### config.mk
export PLATFORM = sky130hd
export DESIGN_NAME = multi_cycle_ctr_flat
export DESIGN_NICKNAME = d
export VERILOG_FILES = /design/src/rtl/multi_cycle_ctr_if.sv /design/src/rtl/multi_cycle_ctr.sv /design/src/flat_wrapper.sv
export SDC_FILE = /design/constraint.sdc
export NUM_CORES = 1
export LEC_CHECK = 0
export BUFFER_PORTS_ARGS = -buffer_cell sky130_fd_sc_hd__clkbuf_2
export CORE_AREA = 4 4 41 43
export CTS_CLUSTER_SIZE = 30
export DETAILED_ROUTE_END_ITERATION = 8
export DIE_AREA = 0 0 45 47
export PLACE_DENSITY = 0.87
export SYNTH_ARGS = -nofsm -noshare
export SYNTH_HDL_FRONTEND = slang
export SYNTH_SLANG_ARGS = --single-unit
### constraint.sdc
create_clock -name clk -period 3.2 [get_ports clk]
set_input_delay 0.8 -clock clk [delete_from_list [all_inputs] [get_ports clk]]
set_output_delay 0.8 -clock clk [all_outputs]
set_load 0.005 [all_outputs]
### src/rtl/multi_cycle_ctr_if.sv
// Control bundle between the multi-cycle controller (master) and the datapath (slave).
// Carries the opcode/memory-ready inputs and every per-state datapath control.
interface multi_cycle_ctr_if #(
    parameter int unsigned OP_W    = 6,
    parameter int unsigned ALUOP_W = 4,
    parameter int unsigned ST_W    = 3
) ();
    logic [OP_W-1:0]    op;
    logic               mem_ready;
    logic               PCWr;
    logic               PCWrCond;
    logic [1:0]         PCSrc;
    logic               IorD;
    logic               MemRd;
    logic               MemWr;
    logic               IRWr;
    logic               RegWr;
    logic               RegDst;
    logic               MemtoReg;
    logic               ALUSrcA;
    logic [1:0]         ALUSrcB;
    logic               Extop;
    logic [ALUOP_W-1:0] ALUop;
    logic               instr_done;
    logic               illegal_op;
    logic               mem_err;
    logic [ST_W-1:0]    state_o;

    modport master (
        input  op, mem_ready,
        output PCWr, PCWrCond, PCSrc, IorD, MemRd, MemWr, IRWr, RegWr, RegDst, MemtoReg,
               ALUSrcA, ALUSrcB, Extop, ALUop, instr_done, illegal_op, mem_err, state_o
    );

    modport slave (
        output op, mem_ready,
        input  PCWr, PCWrCond, PCSrc, IorD, MemRd, MemWr, IRWr, RegWr, RegDst, MemtoReg,
               ALUSrcA, ALUSrcB, Extop, ALUop, instr_done, illegal_op, mem_err, state_o
    );
endinterface

### src/rtl/multi_cycle_ctr.sv
// Multi-cycle main controller: sequences IF/ID/EX/MEM/WB per opcode with variable-latency
// memory, optional access timeout and an illegal-opcode trap.
module multi_cycle_ctr #(
    parameter int unsigned OP_W        = 6,
    parameter int unsigned ALUOP_W     = 4,
    parameter int unsigned MEM_TIMEOUT = 0,
    parameter int unsigned ST_W        = 3
) (
    input logic              clk,
    input logic              rst_n,
    multi_cycle_ctr_if.master bus
);
    typedef enum logic [2:0] {
        StIdle = 3'd0, StIf = 3'd1, StId = 3'd2, StEx = 3'd3, StMem = 3'd4, StWb = 3'd5
    } state_e;

    localparam logic [OP_W-1:0] OpR    = OP_W'(6'b000000);
    localparam logic [OP_W-1:0] OpAddi = OP_W'(6'b001000);
    localparam logic [OP_W-1:0] OpAndi = OP_W'(6'b001100);
    localparam logic [OP_W-1:0] OpOri  = OP_W'(6'b001101);
    localparam logic [OP_W-1:0] OpXori = OP_W'(6'b001110);
    localparam logic [OP_W-1:0] OpLw   = OP_W'(6'b100011);
    localparam logic [OP_W-1:0] OpSw   = OP_W'(6'b101011);
    localparam logic [OP_W-1:0] OpBeq  = OP_W'(6'b000100);
    localparam logic [OP_W-1:0] OpLui  = OP_W'(6'b001111);
    localparam logic [OP_W-1:0] OpJ    = OP_W'(6'b000010);

    localparam int unsigned CntW = (MEM_TIMEOUT > 0) ? $clog2(MEM_TIMEOUT + 1) : 1;

    state_e            state_q, state_d;
    logic [CntW-1:0]   cnt_q, cnt_d;
    logic              is_r, is_lw, is_sw, is_beq, is_j, is_legal;
    logic [3:0]        op_alu, alu;
    logic              op_ext;
    logic              stalled, timeout;

    always_comb begin
        op_alu   = 4'b0000;
        op_ext   = 1'b0;
        is_legal = 1'b1;
        case (bus.op)
            OpR:    op_alu = 4'b1111;
            OpAddi: begin op_alu = 4'b1110; op_ext = 1'b1; end
            OpAndi: op_alu = 4'b0010;
            OpOri:  op_alu = 4'b0011;
            OpXori: op_alu = 4'b0111;
            OpLw:   begin op_alu = 4'b0001; op_ext = 1'b1; end
            OpSw:   begin op_alu = 4'b0001; op_ext = 1'b1; end
            OpBeq:  begin op_alu = 4'b0101; op_ext = 1'b1; end
            OpLui:  op_alu = 4'b0110;
            OpJ:    op_alu = 4'b0000;
            default: is_legal = 1'b0;
        endcase
    end

    assign is_r   = (bus.op == OpR);
    assign is_lw  = (bus.op == OpLw);
    assign is_sw  = (bus.op == OpSw);
    assign is_beq = (bus.op == OpBeq);
    assign is_j   = (bus.op == OpJ);

    assign stalled = ((state_q == StIf) || (state_q == StMem)) && !bus.mem_ready;
    // mem_ready outranks the timeout because stalled already excludes it
    assign timeout = (MEM_TIMEOUT != 0) && stalled && (cnt_q == CntW'(MEM_TIMEOUT - 1));

    always_comb begin
        state_d        = state_q;
        alu            = 4'b0000;
        bus.PCWr       = 1'b0;
        bus.PCWrCond   = 1'b0;
        bus.PCSrc      = 2'b00;
        bus.IorD       = 1'b0;
        bus.MemRd      = 1'b0;
        bus.MemWr      = 1'b0;
        bus.IRWr       = 1'b0;
        bus.RegWr      = 1'b0;
        bus.RegDst     = 1'b0;
        bus.MemtoReg   = 1'b0;
        bus.ALUSrcA    = 1'b0;
        bus.ALUSrcB    = 2'b00;
        bus.Extop      = 1'b0;
        bus.instr_done = 1'b0;
        bus.illegal_op = 1'b0;
        bus.mem_err    = 1'b0;
        case (state_q)
            StIdle: state_d = StIf;
            StIf: begin
                bus.MemRd   = !timeout;
                bus.ALUSrcB = 2'b01;
                alu         = 4'b0001;
                bus.IRWr    = bus.mem_ready;
                bus.PCWr    = bus.mem_ready;
                bus.mem_err = timeout;
                if (bus.mem_ready) state_d = StId;
            end
            StId: begin
                bus.ALUSrcB = 2'b11;
                alu         = 4'b0001;
                bus.Extop   = op_ext;
                if (is_j) begin
                    bus.PCWr       = 1'b1;
                    bus.PCSrc      = 2'b10;
                    bus.instr_done = 1'b1;
                    state_d        = StIf;
                end else if (!is_legal) begin
                    bus.illegal_op = 1'b1;
                    bus.instr_done = 1'b1;
                    state_d        = StIf;
                end else begin
                    state_d = StEx;
                end
            end
            StEx: begin
                bus.ALUSrcA = 1'b1;
                bus.Extop   = op_ext;
                alu         = op_alu;
                if (is_r) begin
                    state_d = StWb;
                end else if (is_beq) begin
                    bus.PCWrCond   = 1'b1;
                    bus.PCSrc      = 2'b01;
                    bus.instr_done = 1'b1;
                    state_d        = StIf;
                end else begin
                    bus.ALUSrcB = 2'b10;
                    state_d     = (is_lw || is_sw) ? StMem : StWb;
                end
            end
            StMem: begin
                bus.IorD    = 1'b1;
                bus.Extop   = op_ext;
                alu         = op_alu;
                bus.MemRd   = is_lw && !timeout;
                bus.MemWr   = is_sw && !timeout;
                bus.mem_err = timeout;
                if (bus.mem_ready) begin
                    bus.instr_done = !is_lw;
                    state_d        = is_lw ? StWb : StIf;
                end else if (timeout) begin
                    state_d = StIf;
                end
            end
            StWb: begin
                bus.RegWr      = 1'b1;
                bus.RegDst     = is_r;
                bus.MemtoReg   = is_lw;
                bus.Extop      = op_ext;
                alu            = op_alu;
                bus.instr_done = 1'b1;
                state_d        = StIf;
            end
            default: state_d = StIdle;
        endcase
        bus.ALUop = ALUOP_W'(alu);
    end

    // Aborts re-enter IF from IF, so the timeout itself must also clear the count
    always_comb begin
        cnt_d = cnt_q;
        if (bus.mem_ready || timeout || (state_d != state_q)) begin
            cnt_d = '0;
        end else if (stalled && (cnt_q != '1)) begin
            cnt_d = cnt_q + CntW'(1);
        end
    end

    always_ff @(posedge clk or negedge rst_n) begin
        if (!rst_n) begin
            state_q <= StIdle;
            cnt_q   <= '0;
        end else begin
            state_q <= state_d;
            cnt_q   <= cnt_d;
        end
    end

    assign bus.state_o = ST_W'(state_q);
endmodule

### src/flat_wrapper.sv
// flat-port wrapper written by rule: the top's interface ports become plain ports
module multi_cycle_ctr_flat 
#(
    parameter int unsigned OP_W        = 6,
    parameter int unsigned ALUOP_W     = 4,
    parameter int unsigned MEM_TIMEOUT = 0,
    parameter int unsigned ST_W        = 3
)
  (clk, rst_n, bus_op, bus_mem_ready, bus_PCWr, bus_PCWrCond, bus_PCSrc, bus_IorD, bus_MemRd, bus_MemWr, bus_IRWr, bus_RegWr, bus_RegDst, bus_MemtoReg, bus_ALUSrcA, bus_ALUSrcB, bus_Extop, bus_ALUop, bus_instr_done, bus_illegal_op, bus_mem_err, bus_state_o);
  multi_cycle_ctr_if #(.OP_W(OP_W), .ALUOP_W(ALUOP_W), .ST_W(ST_W)) bus_i ();
  input logic clk;
  input logic rst_n;
  input wire logic [$bits(bus_i.op)-1:0] bus_op;
  input wire logic [$bits(bus_i.mem_ready)-1:0] bus_mem_ready;
  output wire logic [$bits(bus_i.PCWr)-1:0] bus_PCWr;
  output wire logic [$bits(bus_i.PCWrCond)-1:0] bus_PCWrCond;
  output wire logic [$bits(bus_i.PCSrc)-1:0] bus_PCSrc;
  output wire logic [$bits(bus_i.IorD)-1:0] bus_IorD;
  output wire logic [$bits(bus_i.MemRd)-1:0] bus_MemRd;
  output wire logic [$bits(bus_i.MemWr)-1:0] bus_MemWr;
  output wire logic [$bits(bus_i.IRWr)-1:0] bus_IRWr;
  output wire logic [$bits(bus_i.RegWr)-1:0] bus_RegWr;
  output wire logic [$bits(bus_i.RegDst)-1:0] bus_RegDst;
  output wire logic [$bits(bus_i.MemtoReg)-1:0] bus_MemtoReg;
  output wire logic [$bits(bus_i.ALUSrcA)-1:0] bus_ALUSrcA;
  output wire logic [$bits(bus_i.ALUSrcB)-1:0] bus_ALUSrcB;
  output wire logic [$bits(bus_i.Extop)-1:0] bus_Extop;
  output wire logic [$bits(bus_i.ALUop)-1:0] bus_ALUop;
  output wire logic [$bits(bus_i.instr_done)-1:0] bus_instr_done;
  output wire logic [$bits(bus_i.illegal_op)-1:0] bus_illegal_op;
  output wire logic [$bits(bus_i.mem_err)-1:0] bus_mem_err;
  output wire logic [$bits(bus_i.state_o)-1:0] bus_state_o;
  assign bus_i.op = bus_op;
  assign bus_i.mem_ready = bus_mem_ready;
  assign bus_PCWr = bus_i.PCWr;
  assign bus_PCWrCond = bus_i.PCWrCond;
  assign bus_PCSrc = bus_i.PCSrc;
  assign bus_IorD = bus_i.IorD;
  assign bus_MemRd = bus_i.MemRd;
  assign bus_MemWr = bus_i.MemWr;
  assign bus_IRWr = bus_i.IRWr;
  assign bus_RegWr = bus_i.RegWr;
  assign bus_RegDst = bus_i.RegDst;
  assign bus_MemtoReg = bus_i.MemtoReg;
  assign bus_ALUSrcA = bus_i.ALUSrcA;
  assign bus_ALUSrcB = bus_i.ALUSrcB;
  assign bus_Extop = bus_i.Extop;
  assign bus_ALUop = bus_i.ALUop;
  assign bus_instr_done = bus_i.instr_done;
  assign bus_illegal_op = bus_i.illegal_op;
  assign bus_mem_err = bus_i.mem_err;
  assign bus_state_o = bus_i.state_o;
  multi_cycle_ctr #(.OP_W(OP_W), .ALUOP_W(ALUOP_W), .MEM_TIMEOUT(MEM_TIMEOUT), .ST_W(ST_W)) u_core (.clk(clk), .rst_n(rst_n), .bus(bus_i));
endmodule
==> run metrics <==
outcome=finished clean; setup tns final=0 ns; mux cell area share after synthesis=0%; CTS tree=done; die footprint=about 0.0021 mm2; worst-path maximum fanout=10; sequential area share after synthesis=12.6%; share of the synthesized area in the top cell type=12.6%; main combinational cell family by area after synthesis=simple AND/OR/NAND/NOR gates; DIE HEIGHT=47 um; top_reg_cell synth=dfrtp_1; Cell Area, Synth=596 um2; gp weighted congestion=0.862; Setup crit end kind=output port; main area contributors after synthesis=dfrtp_1 (13%), nor2_1 (8.2%), nor3_1 (5.9%), nand2_1 (5.0%), buf_4 (3.8%); initial antenna violation count=0; share of cells above drive strength 1=41.4%; Crit path max-delay family=simple AND/OR/NAND/NOR gates; Post-Synth XOR/XNOR Area=2.94%; Ys Warns=0; placed instance area=724 um2; post-place setup slack=slightly below 0.3 ns; Top Ports=34; critical path data required time=2.40 ns; via density per instance=5.76; HP Class=in -> async; vias in the first global route=611; placed cell count=between 100 and 150; syn nets=97; row cnt=13; clk_lat worst skew=0.24 ns; drt first-iter violations=13; Max Slew Vio Count=0; H-tree depth=1; min cycle time layout=2.97 ns; DRC Markers=0; Post-Layout Inst Area=751 um2; largest net degree at the start of global routing=20; min setup slack post-route=approximately 0.23 ns; CTS-repair resized insts=0; post-synth cell types=38; Final ANT Viol Nets=0; CP dominant cell by count=clkbuf_2; Post-Synth Simple-Gate Area=42.9%; All-Layer GR Usage=16.8%; Final Hold Fails=0; Peak VDD IR=0.439 mV; minimum hold slack=0.350 ns; CTS Buf Count=3; Clock transition at path regs=0.04 ns; WP data arrival=2.17 ns; max incr delay on CP=around 0.4 ns; area grow syn2layout=26.1%; die width=~45 um; Routed WL=about 1700 um; CP Class=in -> out; first-pass GRT wire length=2630 um; RSZ-0062 raised after global routing=no; HPWL after DPL=1300 um; drt pass-1 iters=4; Hold Buf Count CTS=0; via count=754; Finished Layout Cells=131; core region area=0.00130 mm2; Post-synth EDFFs=0; Fmax=337 MHz; routed len/inst=13.1 um; Synth top cells by count=nor2_1 (13), nand2_1 (8), nor3_1 (7); starting density of the core=45.8%; most numerous cell in the Yosys netlist=nor2_1; Final Cycle Share=92.8%; Buf/Inv on CP=2; cell taking the most area after synthesis=dfrtp_1; Compound-Gate Fraction of Synth Area=27.5%; synthesized flop and latch total=3; NumNets Final=roughly 130; clock buffer depth=2; max reg flops=3; Power Density=662 mW/mm2; Mapped Cells=88; Adder-Cell Fraction of Synth Area=0%; Port Buf Inserts=32; CP Launch Type=input port; Clock Root Buffer=clkbuf_4; Post-synth ARST share=100%; Rel. slew slack=63.1%; synthesized area per cell=6.77 um2; critical-path cell list=clkbuf_2 -> or3b_1 -> o31a_2 -> o21ai_0 -> nand4b_1 -> clkbuf_2; Fillers=133; Leak=0.393 nW; # diodes=0; CTS Sinks=3; max-cap violations=0; Critical-path top delay cell=or3b_1; worst-margin pin slew=approximately 0.54 ns; Layout Skew=0.00372 ns; Remaining Overflow, GRT=0; Setup Fix Bufs, Post-CTS=0; Final Setup Violations=0
per-stage QoR:
| stage | utilization [%] | power, mW |
|---|---|---|
| final | 57.7 | 0.497 |
| after global routing | 57.7 | 0.544 |
| after CTS | 57.7 | 0.498 |
| after detailed placement | 55.7 | 0.424 |
| after global placement | 55.7 | 0.415 |
| after floorplan | - | 0.302 |
power by group:
| part | switching [mW] | leakage, nW | total (mW) | internal, mW |
|---|---|---|---|---|
| sequential | 0.0680 | 0.0367 | 0.123 | 0.0547 |
| combinational | 0.158 | 0.341 | 0.306 | 0.147 |
| clock | 0.0219 | 0.0150 | 0.0687 | 0.0469 |
| total | 0.248 | 0.393 | 0.497 | 0.249 |
final timing paths:
path                                                        start                                end  slack (ns)  cells after the start
worst max-delay path                                    bus_op[1]                     bus_instr_done        0.23                      6
worst min register to register  u_core.bus.state_o[2]$_DFFE_PN0P_  u_core.bus.state_o[1]$_DFFE_PN0P_        0.68                      1
worst min-delay path                                        rst_n  u_core.bus.state_o[2]$_DFFE_PN0P_        0.35                      1
min in group clk                u_core.bus.state_o[2]$_DFFE_PN0P_  u_core.bus.state_o[1]$_DFFE_PN0P_        0.68                      1
max in group asynchronous                                   rst_n  u_core.bus.state_o[1]$_DFFE_PN0P_        2.74                      1
worst max register to register  u_core.bus.state_o[0]$_DFFE_PN0P_  u_core.bus.state_o[2]$_DFFE_PN0P_        1.82                      3
layout by cell type (no fill, tap or decap), types with 2 or more instances in the layout:
master | Yosys | layout
nor3_1 | 7 | 7
a21oi_1 | 3 | 3
xnor2_1 | 2 | 2
nand3b_1 | 2 | 2
buf_4 | 3 | 2
nand2_1 | 8 | 8
o21ai_0 | 4 | 4
and3_1 | 2 | 2
nand4b_1 | 2 | 2
clkbuf_2 | 0 | 32
inv_1 | 4 | 4
clkbuf_4 | 0 | 3
a211oi_1 | 2 | 2
nand2b_1 | 2 | 2
and3_2 | 2 | 2
nor2_1 | 13 | 13
dfrtp_1 | 3 | 3
o31ai_1 | 3 | 3
worst reg2reg max path: cells and delay by family, from the launching register on:
family,cells,cell delay [ns]
compound gates,2,0.28
flops,1,0.68
simple gates,1,0.33
cell families after synthesis:
family / after synthesis
AND/OR/NAND/NOR: 46
AO/OA/AOI/OAI: 22
buffers and inverters: 14
flip-flops: 3
XOR/XNOR: 2
other: 1
routing by layer:
layer / vias up / wire length [um] / part of all wire (%) / GRT usage (%)
met5: - / 0 / 0 / 0
met4: 0 / 13 / 0.76 / 10.5
met3: 2 / 117 / 6.8 / 0
met2: 35 / 891 / 52 / 28.5
met1: 340 / 692 / 40 / 21.2
li1: 377 / - / - / -
area by class of cell:
cell class | count | area, um2 | share of cell area [%]
multi-input cells | 71 | 440 | 58.7
well taps | 15 | 18.8 | 2.50
inverters | 4 | 15.0 | 2.00
clock buffers | 4 | 26.3 | 3.50
repair buffers | 34 | 175 | 23.3
flip-flops and latches | 3 | 75.1 | 10.0
No activity file was read; power rests on OpenSTA's default activity.
